`src/rtl/mul4_seq_pkg.sv`:
```
// Shared state encoding and ALU opcodes for the sequential 4x4 multiplier.
package mul4_seq_pkg;

    typedef enum logic [2:0] {
        S_IDLE   = 3'd0,
        S_ABSA   = 3'd1,
        S_ABSB   = 3'd2,
        S_RUN    = 3'd3,
        S_NEG_LO = 3'd4,
        S_NEG_HI = 3'd5,
        S_DONE   = 3'd6
    } state_t;

    localparam logic [1:0] ALU_ADD = 2'b00;
    localparam logic [1:0] ALU_NEG = 2'b11;

endpackage

```
`src/rtl/mul4_seq_alu.sv`:
```
// 4-bit ALU: logic ops when arit=0, add/sub/increment/negate when arit=1.
module alu (
    input  logic [3:0] A,
    input  logic [3:0] B,
    input  logic       arit,
    input  logic [1:0] ALUOp,
    output logic [3:0] R,
    output logic       carry,
    output logic       zero,
    output logic       sign
);
    logic [4:0] w_sum;
    logic [3:0] w_x;
    logic [3:0] w_y;
    logic       w_cin;

    // Every arithmetic op is one 5-bit add: A-side, B-side and carry-in vary.
    always_comb begin
        w_x   = A;
        w_y   = B;
        w_cin = 1'b0;
        case (ALUOp)
            2'b00: begin w_x = A;    w_y = B;    w_cin = 1'b0; end
            2'b01: begin w_x = A;    w_y = ~B;   w_cin = 1'b1; end
            2'b10: begin w_x = A;    w_y = 4'h0; w_cin = 1'b1; end
            default: begin w_x = 4'h0; w_y = ~B; w_cin = 1'b1; end
        endcase
    end

    assign w_sum = {1'b0, w_x} + {1'b0, w_y} + {4'h0, w_cin};

    always_comb begin
        R     = 4'h0;
        carry = 1'b0;
        if (arit) begin
            R     = w_sum[3:0];
            carry = w_sum[4];
        end else begin
            case (ALUOp)
                2'b00:   R = A & B;
                2'b01:   R = A | B;
                2'b10:   R = A ^ B;
                default: R = ~A;
            endcase
        end
    end

    assign zero = (R == 4'h0);
    assign sign = R[3];

endmodule

```
`src/rtl/mul4_seq.sv`:
```
// Sequential 4x4 shift-and-add multiplier (unsigned or signed) that uses the
// shared 4-bit alu as its only adder; start/busy/done handshake.
module mul4_seq
    import mul4_seq_pkg::*;
(
    input  logic       clk,
    input  logic       rst_n,
    input  logic       start,
    input  logic       sgn,
    input  logic [3:0] A,
    input  logic [3:0] B,
    output logic [7:0] P,
    output logic       busy,
    output logic       done,
    output logic       zero
);
    state_t     r_state, w_state_next;
    logic [3:0] r_m, w_m_next;
    logic [3:0] r_h, w_h_next;
    logic [3:0] r_l, w_l_next;
    logic [1:0] r_cnt, w_cnt_next;
    logic       r_neg, w_neg_next;
    logic       r_neg_c, w_neg_c_next;
    logic       r_sgn, w_sgn_next;
    logic       r_zero;

    logic [3:0] w_alu_a;
    logic [3:0] w_alu_b;
    logic [1:0] w_alu_op;
    logic [3:0] w_alu_r;
    logic       w_alu_carry;

    alu u_alu (
        .A     (w_alu_a),
        .B     (w_alu_b),
        .arit  (1'b1),
        .ALUOp (w_alu_op),
        .R     (w_alu_r),
        .carry (w_alu_carry),
        .zero  (),
        .sign  ()
    );

    always_comb begin
        w_state_next = r_state;
        w_m_next     = r_m;
        w_h_next     = r_h;
        w_l_next     = r_l;
        w_cnt_next   = r_cnt;
        w_neg_next   = r_neg;
        w_neg_c_next = r_neg_c;
        w_sgn_next   = r_sgn;
        w_alu_a      = 4'h0;
        w_alu_b      = 4'h0;
        w_alu_op     = ALU_ADD;

        case (r_state)
            S_IDLE, S_DONE: begin
                if (start) begin
                    w_m_next     = A;
                    w_l_next     = B;
                    w_h_next     = 4'h0;
                    w_cnt_next   = 2'd0;
                    w_neg_next   = sgn & (A[3] ^ B[3]);
                    w_sgn_next   = sgn;
                    w_state_next = sgn ? S_ABSA : S_RUN;
                end else begin
                    w_state_next = S_IDLE;
                end
            end
            S_ABSA: begin
                if (r_m[3]) begin
                    w_alu_b  = r_m;
                    w_alu_op = ALU_NEG;
                    w_m_next = w_alu_r;
                end
                w_state_next = S_ABSB;
            end
            S_ABSB: begin
                if (r_l[3]) begin
                    w_alu_b  = r_l;
                    w_alu_op = ALU_NEG;
                    w_l_next = w_alu_r;
                end
                w_state_next = S_RUN;
            end
            S_RUN: begin
                // Shift right by one each step; the ALU sum enters from the top.
                if (r_l[0]) begin
                    w_alu_a              = r_h;
                    w_alu_b              = r_m;
                    {w_h_next, w_l_next} = {w_alu_carry, w_alu_r, r_l[3:1]};
                end else begin
                    {w_h_next, w_l_next} = {1'b0, r_h, r_l[3:1]};
                end
                w_cnt_next = r_cnt + 2'd1;
                if (r_cnt == 2'd3)
                    w_state_next = r_sgn ? S_NEG_LO : S_DONE;
            end
            S_NEG_LO: begin
                if (r_neg) begin
                    w_alu_b      = r_l;
                    w_alu_op     = ALU_NEG;
                    w_l_next     = w_alu_r;
                    w_neg_c_next = w_alu_carry;
                end
                w_state_next = S_NEG_HI;
            end
            S_NEG_HI: begin
                // Low-nibble borrow decides between full negate and plain invert.
                if (r_neg) begin
                    if (r_neg_c) begin
                        w_alu_b  = r_h;
                        w_alu_op = ALU_NEG;
                        w_h_next = w_alu_r;
                    end else begin
                        w_h_next = ~r_h;
                    end
                end
                w_state_next = S_DONE;
            end
            default: w_state_next = S_IDLE;
        endcase
    end

    always_ff @(posedge clk or negedge rst_n) begin
        if (!rst_n) begin
            r_state <= S_IDLE;
            r_m     <= 4'h0;
            r_h     <= 4'h0;
            r_l     <= 4'h0;
            r_cnt   <= 2'd0;
            r_neg   <= 1'b0;
            r_neg_c <= 1'b0;
            r_sgn   <= 1'b0;
            r_zero  <= 1'b1;
        end else begin
            r_state <= w_state_next;
            r_m     <= w_m_next;
            r_h     <= w_h_next;
            r_l     <= w_l_next;
            r_cnt   <= w_cnt_next;
            r_neg   <= w_neg_next;
            r_neg_c <= w_neg_c_next;
            r_sgn   <= w_sgn_next;
            r_zero  <= ({w_h_next, w_l_next} == 8'h00);
        end
    end

    assign P    = {r_h, r_l};
    assign zero = r_zero;
    assign busy = (r_state != S_IDLE) && (r_state != S_DONE);
    assign done = (r_state == S_DONE);

endmodule

```
`config.mk`:
```
export PLATFORM = sky130hd
export DESIGN_NAME = mul4_seq
export DESIGN_NICKNAME = d
export VERILOG_FILES = /design/src/rtl/mul4_seq_pkg.sv /design/src/rtl/mul4_seq_alu.sv /design/src/rtl/mul4_seq.sv
export SDC_FILE = /design/constraint.sdc
export NUM_CORES = 1
export LEC_CHECK = 0
export BUFFER_PORTS_ARGS = -buffer_cell sky130_fd_sc_hd__buf_2
export CORE_MARGIN = 2
export CORE_UTILIZATION = 52
export CTS_CLUSTER_SIZE = 30
export DETAILED_ROUTE_END_ITERATION = 12
export PLACE_DENSITY_LB_ADDON = 0.08
export SYNTH_ARGS = -nofsm -noshare
export SYNTH_HDL_FRONTEND = slang
export SYNTH_SLANG_ARGS = --single-unit
```
`constraint.sdc`:
```
create_clock -name clk -period 3 [get_ports clk]
set_input_delay 0 -clock clk [delete_from_list [all_inputs] [get_ports clk]]
set_output_delay 0 -clock clk [all_outputs]
set_load 0.1 [all_outputs]
```
==> metrics.cfg, run 1 <==
[run_status]
status=finished, violations left
violations=negative setup slack

[logic_synthesis]
ys_types=57
ys_seq_area_frac=0.2965
synth.largest_area_cell=dfrtp_1
syn-num-nets=233
synthTopCellsByArea=dfrtp_1 28%, nand2_1 7.0%, mux2i_1 5.1%
synthArstFlopShare=1.000
yosys.area.top_type_share=0.2817
synth_edf_count=0
synth_common_cells=33 x nand2_1, 20 x dfrtp_1, 19 x nor2_1, 13 x o21ai_0
ys_ff_latch=21
syn_avg_cell_area_um2=8.225
ys_warn_count=0
synthFlopType=dfrtp_1
yosysMostFrequentCell=nand2_1
synth.cell_area_um2=1777
synthCells=216

[sta]
worst_pin_slew_ns=0.5004
min_period_ns=3.018
finalWorstSetupSlack_ns=-0.01834
fmax_ghz=0.3313
drv_slew=0
setup_viol=1
rsz0062_at_grt=true
hold_ws_ns=0.01256
hold_viol=0
slew_headroom=0.6649
post-route-period-util=1.006
setup_tns_ns=-0.01834
finClkSkew_ns=0.005949

[power]
power.leakage_nw=1.080
power_density_nw_per_um2=1079
vdd.ir_drop.worst_v=0.0005968

[floorplan]
pin_count=23
core-area_um2=3311
die_x_um=62.45
initial_core_util=0.5367
row_count=21
die_h_um=62.45
dieArea_um2=3900

[clocking]
cts_made_buffers=3
clk_latency_ns=0.32
cts_tree=done
clk_path_buf_depth=2
clkSinkCount=21
h-tree-depth=1
clk_pin_slew_ns=0.13
cts_root_buffer=clkbuf_4

[critical_path]
crit_chain=buf_4, and4b_2, nand2_1, nor2_1, nor2_1, fa_2, nand2_1, o21ai_0, o21ai_0, or3_1, nand4bb_4, nor4_2
start_kind=flip-flop
crit_arrival_ns=3.26
slowest_stage=fa_2
worst_ep_required_time_ns=3.24
critPathBufInv=1
path_class=reg -> reg
end_kind=flip-flop
cp_top_family=simple AND/OR/NAND/NOR gates
cpPeakStageDelay_ns=0.58
cp_max_fo=18

[cells_and_area]
insertedDiodeCount=0
drive_gt1_frac=0.3195
nFillCells=272
area_delta_synth_final_pct=27.18
utilization=0.6825
nets=284
final_cell_area_um2=2260

[detailed_routing]
first_iter_violations=196
via_per_inst=6.131
finalWirelength_um=5500
ant_nets=0
drcViolationCount=0
routedWlPerCell_um=17.63
drt-pass1-iter-count=5
num_vias=1913

[placed_design]
dpl.hpwl_um=3955
dpl_cell_area_um2=2029
portBuffers=22
place.gp.congestion=0.9249

[global_route]
grt_pass1_vias=1786
grt_pass1_wl_um=8935
antenna_found_initial=0
grt_max_degree=22
grt_util_all_layers=0.2887
overflow=0

[hold_path]
min_path_type=in -> reg

[job]
drv_cap=0

## layer usage
layer	vias to the layer above	share of wire	track usage
met3	16	0.078	0.03784
met4	0	0.022	0.1056
met1	907	0.45	0.4206
li1	882	-	-
met5	-	0	0
met2	108	0.45	0.4395
## state kept, by name, summed over array words and instances, names as in the netlist, 2 cells and up
| signal | cells |
|---|---|
| r_h | 4 |
| r_l | 4 |
| r_cnt | 2 |
| r_state | 3 |
| r_m | 4 |
## power breakdown
group | total (W) | switching (W) | leakage, nW | internal (W)
logic | 0.00173 | 0.00109 | 0.809 | 0.000645
clock network | 0.000151 | 0.0000986 | 0.0150 | 0.0000521
registers | 0.000557 | 0.000148 | 0.257 | 0.000409
## layout by cell type (no fill, tap or decap), drive strengths merged, types with 6 or more instances in the layout
| master | n |
|---|---|
| nand2 | 33 |
| buf | 50 |
| dfrtp | 20 |
| nor2 | 20 |
| dlygate4sd3 | 7 |
| inv | 8 |
| nand3 | 8 |
| a21oi | 9 |
| and2 | 6 |
| mux2i | 9 |
| o21ai | 18 |
## area by class of cell
cell class / instances / area [um^2] / share of cell area
repair buffers: 57 / 390.4 / 0.1728
flip-flops and latches: 21 / 539.3 / 0.2386
well taps: 46 / 57.56 / 0.02547
multi-input cells: 176 / 1216 / 0.5382
inverters: 8 / 30.03 / 0.01329
clock buffers: 4 / 26.28 / 0.01163
## what timing repair did
action / 4_1_cts / 5_1_grt
resized for setup: 8 / 6
endpoints found under the setup margin: 2 / 5
setup buffers: 4 / 5
hold buffers: 7 / 0
gates cloned: 0 / 0
pin swaps: 2 / 8
hold endpoints to repair: 27 / 0
## cell families after synthesis
group | after synthesis | share of synthesized area
fa+ha+maj | 5 | 0.03944
buf+inv | 19 | 0.05422
simple gates | 100 | 0.3000
flops | 21 | 0.2965
mux | 11 | 0.06338
xor+xnor | 4 | 0.02395
compound gates | 56 | 0.2225
## stage by stage
| step | total power, W | worst slack (ns) | instances |
|---|---|---|---|
| finish | 0.002439 | -0.01834 | 312 |
| floorplan | 0.001694 | -0.02593 | 216 |
| detailed placement | 0.002101 | -0.09510 | 292 |
| global route | 0.002581 | -0.1845 | 312 |
| global placement | 0.002074 | -0.09765 | 292 |
| CTS | 0.002342 | 0.01091 | 307 |
## final timing paths
path,startpoint,endpoint,slack [ns],cells past startpoint
worst min register to register,r_m[2],r_m[2],0.49,2
max in group asynchronous,rst_n,r_l[3],2.48,2
min in group asynchronous,rst_n,r_cnt[0],0.16,2
worst max register to register,r_state[0],zero,-0.02,12
worst max-delay path,r_state[0],zero,-0.02,12
worst min-delay path,A[3],r_m[3],0.01,3
## tightest hold or removal path, cell delays in order
cell	delay [ns]
buf_2	0.12
mux2i_1	0.13
a21oi_1	0.05
(Power assumes the default switching activity.)
==> run 2: changes to the inputs <==
- GPL_TIMING_DRIVEN: not set -> 0
==> metrics.cfg, run 2 (synthesis results as in run 1) <==
[sta]
post-route-period-util=1.066  ; +0.05981
finClkSkew_ns=0.004321  ; -0.001629 ns
hold_ws_ns=0.1333  ; +0.1207 ns
min_period_ns=3.198  ; +0.1794 ns
drv_slew=0  ; unchanged
setup_tns_ns=-0.1978  ; -0.1794 ns
rsz0062_at_grt=true
worst_pin_slew_ns=0.5599  ; +0.05950 ns
fmax_ghz=0.3127  ; -5.6%
setup_viol=1  ; unchanged
finalWorstSetupSlack_ns=-0.1978  ; -0.1794 ns
hold_viol=0  ; unchanged
slew_headroom=0.6247  ; -0.04024

[critical_path]
crit_arrival_ns=3.45  ; +0.19 ns
crit_chain=buf_6, and4b_4, and2_4, a222oi_1, nor2_1, fa_2, nand2_1, o21ai_1, o21ai_1, or3_4, nand4bb_4, nor4_4
worst_ep_required_time_ns=3.25  ; about the same
reg2reg_from=r_neg
path_common_cell=o21ai_1
r2r_slack_ns=-0.20  ; -0.18 ns
worstSetupStartpoint=r_neg
path_class=reg -> reg
cpPeakStageDelay_ns=0.62  ; +0.04 ns
cp_max_fo=3  ; -15
slowest_stage=fa_2
start_kind=flip-flop
end_kind=flip-flop
r2r_cells=12  ; unchanged
r2r-end=zero

[clocking]
cts_root_buffer=clkbuf_4
clkSinkCount=21  ; unchanged
clk_pin_slew_ns=0.13  ; about the same
cts_made_buffers=3  ; unchanged
clk_path_buf_depth=2  ; unchanged
clk_latency_ns=0.32  ; about the same
h-tree-depth=1  ; unchanged
cts_tree=done

[cells_and_area]
nFillCells=278  ; +2.2%
area_delta_synth_final_pct=33.94
final_common_cell=nand2_1
final_cell_area_um2=2380  ; +5.3%
largest_registers=r_h (4), r_l (4), r_m (4)
drive_gt1_frac=0.3358  ; +0.01622
utilization=0.7188  ; +0.03628
nets=292  ; +2.8%
insertedDiodeCount=0  ; unchanged
mostFrequentLayoutCells=33 x nand2_1, 27 x buf_2, 22 x buf_4, 17 x nor2_1, 14 x dfrtp_1

[detailed_routing]
ant_nets=0  ; unchanged
drcViolationCount=0  ; unchanged
finalWirelength_um=5369  ; -2.4%
via_per_inst=6.009  ; -2.0%
drt-pass1-iter-count=5  ; unchanged
routedWlPerCell_um=16.78  ; -4.8%
first_iter_violations=178  ; -9.2%
num_vias=1923  ; +0.52%

[global_route]
grt_pass1_wl_um=8569  ; -4.1%
grt_util_all_layers=0.2796  ; -0.009099
antenna_found_initial=0  ; unchanged
overflow=0  ; unchanged
grt_pass1_vias=1746  ; -2.2%
grt_max_degree=22  ; unchanged

[power]
vdd.ir_drop.worst_v=0.0005801  ; -2.8%
power_density_nw_per_um2=1090  ; +1.0%
power.leakage_nw=1.122  ; +3.8%

[placed_design]
dpl_cell_area_um2=1953  ; -3.8%
place.gp.congestion=0.9055  ; -2.1%
dpl.hpwl_um=3571  ; -9.7%
pre_cts_slack_ns=-0.4494  ; -0.3543 ns
portBuffers=22  ; unchanged

[run_status]
status=finished, violations left
violations=negative setup slack

[floorplan]
pin_count=23  ; unchanged
die_x_um=62.45  ; unchanged
row_count=21  ; unchanged
dieArea_um2=3900  ; unchanged
die_h_um=62.45  ; unchanged
initial_core_util=0.5367  ; unchanged
core-area_um2=3311  ; unchanged

[hold_path]
min-delay-start=B[2]
min_path_type=in -> reg
whs_endpoint=r_l[2]
worst_hold_path.num_cells=5  ; +2

[job]
drv_cap=0  ; unchanged

[run 2: cell count changes in the layout (fill, tap and decap cells not counted), sizes merged]
cell,change
buf,+4
dlygate4sd3,+2
clkinvlp,+1
clkbuf,+1
[run 2: worst max path at each step]
| stage | depth (start not counted) | endpoint | slack, ns |
|---|---|---|---|
| finish | 12 | zero | -0.20 |
| detailed placement | 12 | zero | -0.45 |
| CTS | 12 | zero | -0.18 |
| floorplan | 11 | zero | -0.03 |
| global route | 12 | zero | -0.35 |
| global placement | 12 | zero | -0.45 |
[run 2: metal layers]
layer	vias to the layer above	track usage	share of wire
li1	902	-	-
met1	901	0.3974	0.44
met2	105	0.4435	0.47
met3	15	0.03964	0.071
met4	0	0.08611	0.020
met5	-	0	0
[run 2: critical path, delay by kind of cell, from the launching register on]
kind,cells,cell delay [ns]
buffers and inverters,1,0.13
AO/OA/AOI/OAI,3,0.58
flip-flops,1,0.41
AND/OR/NAND/NOR,7,1.38
adder cells (fa/ha/maj),1,0.62
[run 2: layout make-up]
type | instances | area [um^2] | area share
Buffer | 10 | 66.31 | 0.02787
Clock inverter | 1 | 7.507 | 0.003155
Multi-Input combinational cell | 176 | 1269 | 0.5331
Clock buffer | 3 | 22.52 | 0.009464
Sequential cell | 21 | 539.3 | 0.2266
Timing Repair Buffer | 55 | 387.9 | 0.1630
Tap cell | 46 | 57.56 | 0.02419
Inverter | 8 | 30.03 | 0.01262
[run 2: stage by stage]
stage,total power (W),instances
global route,0.002763,320
CTS,0.002368,305
global placement,0.002022,284
floorplan,0.001694,216
finish,0.002595,320
detailed placement,0.002028,284
[run 2: timing repair]
item / CTS / global route
hold buffers: 9 / 0
pin swaps: 10 / 11
endpoints found under the setup margin: 8 / 7
setup buffers: 9 / 15
gates resized for setup: 17 / 11
endpoints found under the hold margin: 29 / 0
[run 2: power breakdown]
| part | switching [W] | internal [W] | leakage [nW] | total [W] |
|---|---|---|---|---|
| registers | 0.000140 | 0.000409 | 0.257 | 0.000550 |
| logic | 0.00116 | 0.000732 | 0.851 | 0.00189 |
| clock network | 0.000102 | 0.0000511 | 0.0139 | 0.000153 |
| total | 0.00140 | 0.00119 | 1.12 | 0.00260 |
==> run 3: changes to the inputs <==
- ABC_AREA: not set -> 1
- CORE_UTILIZATION: 52 -> 53
==> metrics.cfg, run 3 <==
[run_status]
status=finished, violations left
violations=negative setup slack

[global_route]
grt_util_all_layers=0.2856  ; +0.005907
grt_max_degree=22  ; unchanged
antenna_found_initial=0  ; unchanged
overflow=0  ; unchanged
grt_pass1_vias=1820  ; +4.2%
grt_pass1_wl_um=8797  ; +2.7%

[detailed_routing]
num_vias=1949  ; +1.4%
first_iter_violations=162  ; -9.0%
wl_met2_um=2354  ; -6.8%
ant_nets=0  ; unchanged
drt-pass1-iter-count=5  ; unchanged
drt-met1-wl_um=2392  ; +1.7%
finalWirelength_um=5225  ; -2.7%
dr_wl_met3_um=360  ; -6.0%
via_per_inst=5.369  ; -11%
routedWlPerCell_um=14.39  ; -14%
drcViolationCount=0  ; unchanged
top_layer_used=met4

[floorplan]
initial_core_util=0.5532  ; +0.01654
row_count=21  ; unchanged
core-area_um2=3363  ; +1.6%
die_h_um=63.25  ; +1.3%
die_x_um=63.25  ; +1.3%
pin_count=23  ; unchanged
dieArea_um2=4001  ; +2.6%

[sta]
setup_viol=1  ; unchanged
rsz0062_at_grt=true
setup_tns_ns=-0.1583  ; +0.03945 ns
finClkSkew_ns=0.01417  ; +0.009849 ns
drv_slew=0  ; unchanged
slew_headroom=0.6758  ; +0.05112
worst_pin_slew_ns=0.4863  ; -0.07363 ns
fmax_ghz=0.3166  ; +1.2%
hold_ws_ns=0.08328  ; -0.05001 ns
post-route-period-util=1.053  ; -0.01315
finalWorstSetupSlack_ns=-0.1583  ; +0.03945 ns
min_period_ns=3.158  ; -0.03945 ns
hold_viol=0  ; unchanged

[critical_path]
reg2reg_from=r_state[1]
cp_max_fo=5  ; +2
crit_chain=inv_4, nand2_4, nor2_4, nand2_2, inv_2, a22oi_2, o21ai_2, xor2_1, inv_1, fa_2, nand2_1, o21ai_1, nor2_1, nor2_1, nand4_1, nand2_2, nand3_2, nor2_2, nand4_1, a21oi_2, nand2_1, nor2_2
worst_ep_required_time_ns=3.27  ; +0.02 ns
r2r_cells=22  ; +10
end_kind=flip-flop
slowest_stage=fa_2
start_kind=flip-flop
critPathBufInv=3  ; +2
cpPeakStageDelay_ns=0.57  ; -0.05 ns
cp_top_family=simple AND/OR/NAND/NOR gates
path_class=reg -> reg
r2r_slack_ns=-0.16  ; +0.04 ns
crit_arrival_ns=3.43  ; -0.02 ns
r2r-end=zero

[hold_path]
min_path_type=in -> reg
worst_hold_path.num_cells=7  ; +2
whs_endpoint=r_l[2]
min-delay-start=B[2]

[logic_synthesis]
synthArstFlopShare=1.000  ; unchanged
ys_seq_area_frac=0.2831  ; -0.01336
synthFlopType=dfrtp_1
ys_ff_latch=21  ; unchanged
synthTopCellsByArea=dfrtp_1 27%, nand2_1 13%, inv_1 7.9%
syn-num-nets=288  ; +24%
synth.largest_area_cell=dfrtp_1
yosys.area.top_type_share=0.2690  ; -0.01269
synth_common_cells=65 x nand2_1, 39 x inv_1, 25 x nand3_1, 23 x nor2_1, 20 x dfrtp_1
yosysMostFrequentCell=nand2_1
ys_warn_count=0  ; unchanged
ys_types=34  ; -40%
synthCells=271  ; +25%
syn_avg_cell_area_um2=6.865  ; -17%
synth_edf_count=0  ; unchanged
synth.cell_area_um2=1861  ; +4.7%

[cells_and_area]
nets=335  ; +15%
area_delta_synth_final_pct=25.15
drive_gt1_frac=0.3091  ; -0.02662
mostFrequentLayoutCells=62 x nand2_1, 36 x inv_1, 23 x nand3_1, 22 x buf_2, 19 x nor2_1
insertedDiodeCount=0  ; unchanged
nFillCells=299  ; +7.6%
final_cell_area_um2=2328  ; -2.2%
final_common_cell=nand2_1
largest_registers=r_h (4), r_l (4), r_m (4)

[power]
power.leakage_nw=1.215  ; +8.3%
power_w=0.002897  ; +12%
power_density_nw_per_um2=1244  ; +14%
vdd.ir_drop.worst_v=0.0007229  ; +25%

[clocking]
clkSinkCount=21  ; unchanged
h-tree-depth=1  ; unchanged
clk_latency_ns=0.34  ; +0.02 ns
clk_path_buf_depth=2  ; unchanged
clk_pin_slew_ns=0.14  ; about the same
cts_made_buffers=3  ; unchanged
cts_root_buffer=clkbuf_4
cts_tree=done

[placed_design]
place.gp.congestion=0.9572  ; +5.7%
pre_cts_slack_ns=-0.5774  ; -0.1279 ns
dpl.hpwl_um=3716  ; +4.1%
portBuffers=22  ; unchanged
dpl_cell_area_um2=2042  ; +4.5%

[job]
drv_cap=0  ; unchanged

## run 3: tightest hold or removal path: stages
cell and delay [ns]:
buf_2 0.07, inv_1 0.03, nor2_1 0.09, nor2_1 0.05, nand2_1 0.05, nor2_1 0.05, inv_1 0.04
## run 3: per-layer routing
layer	track usage	vias to the layer above
li1	-	976
met1	0.3955	879
met2	0.4574	83
met3	0.03393	11
met4	0.1087	0
met5	0	-
## run 3: timing repair
item | in CTS | in global routing
hold endpoints to repair | 26 | 0
setup endpoints to repair | 2 | 2
resized for setup | 17 | 10
pin swaps | 14 | 11
hold buffers | 7 | 0
buffers inserted | 11 | 2
## run 3: cell families after synthesis
logic type | synth area share
compound gates | 0.1446
xor+xnor | 0.01883
fa+ha+maj | 0.03766
buf+inv | 0.1123
flops | 0.2831
simple gates | 0.4035
## run 3: final cells by class
| class | count | area (um^2) | area share |
|---|---|---|---|
| Sequential cell | 21 | 539.3 | 0.2316 |
| Clock inverter | 1 | 5.005 | 0.002149 |
| Timing Repair Buffer | 42 | 290.3 | 0.1247 |
| Inverter | 44 | 167.7 | 0.07200 |
| Multi-Input combinational cell | 202 | 1200 | 0.5153 |
| Tap cell | 46 | 57.56 | 0.02472 |
| Buffer | 4 | 46.29 | 0.01988 |
| Clock buffer | 3 | 22.52 | 0.009672 |
## run 3: per-stage QoR
step                      utilization  instances
after detailed placement       0.6071        339
after CTS                      0.6786        361
final                          0.6923        363
after global placement         0.6071        339
after floorplan                     -        271
after global routing           0.6923        363
## run 3: worst max-delay path by stage
stage / slack [ns] / cells past startpoint / start / end
6_report: -0.16 / 22 / r_state[1] / zero
5_1_grt: -0.36 / 22 / r_state[1] / zero
4_1_cts: -0.22 / 22 / r_state[1] / zero
3_5_place_dp: -0.58 / 21 / r_state[2] / zero
3_3_place_gp: -0.62 / 21 / r_state[2] / zero
2_1_floorplan: 0.001 / 19 / r_l[0] / zero
## run 3: power breakdown
group	switching, W	internal [W]	leakage, nW	total, W
combinational	0.00148	0.000720	0.943	0.00220
sequential	0.000128	0.000416	0.254	0.000544
clock	0.000104	0.0000502	0.0177	0.000155
total	0.00171	0.00119	1.22	0.00290
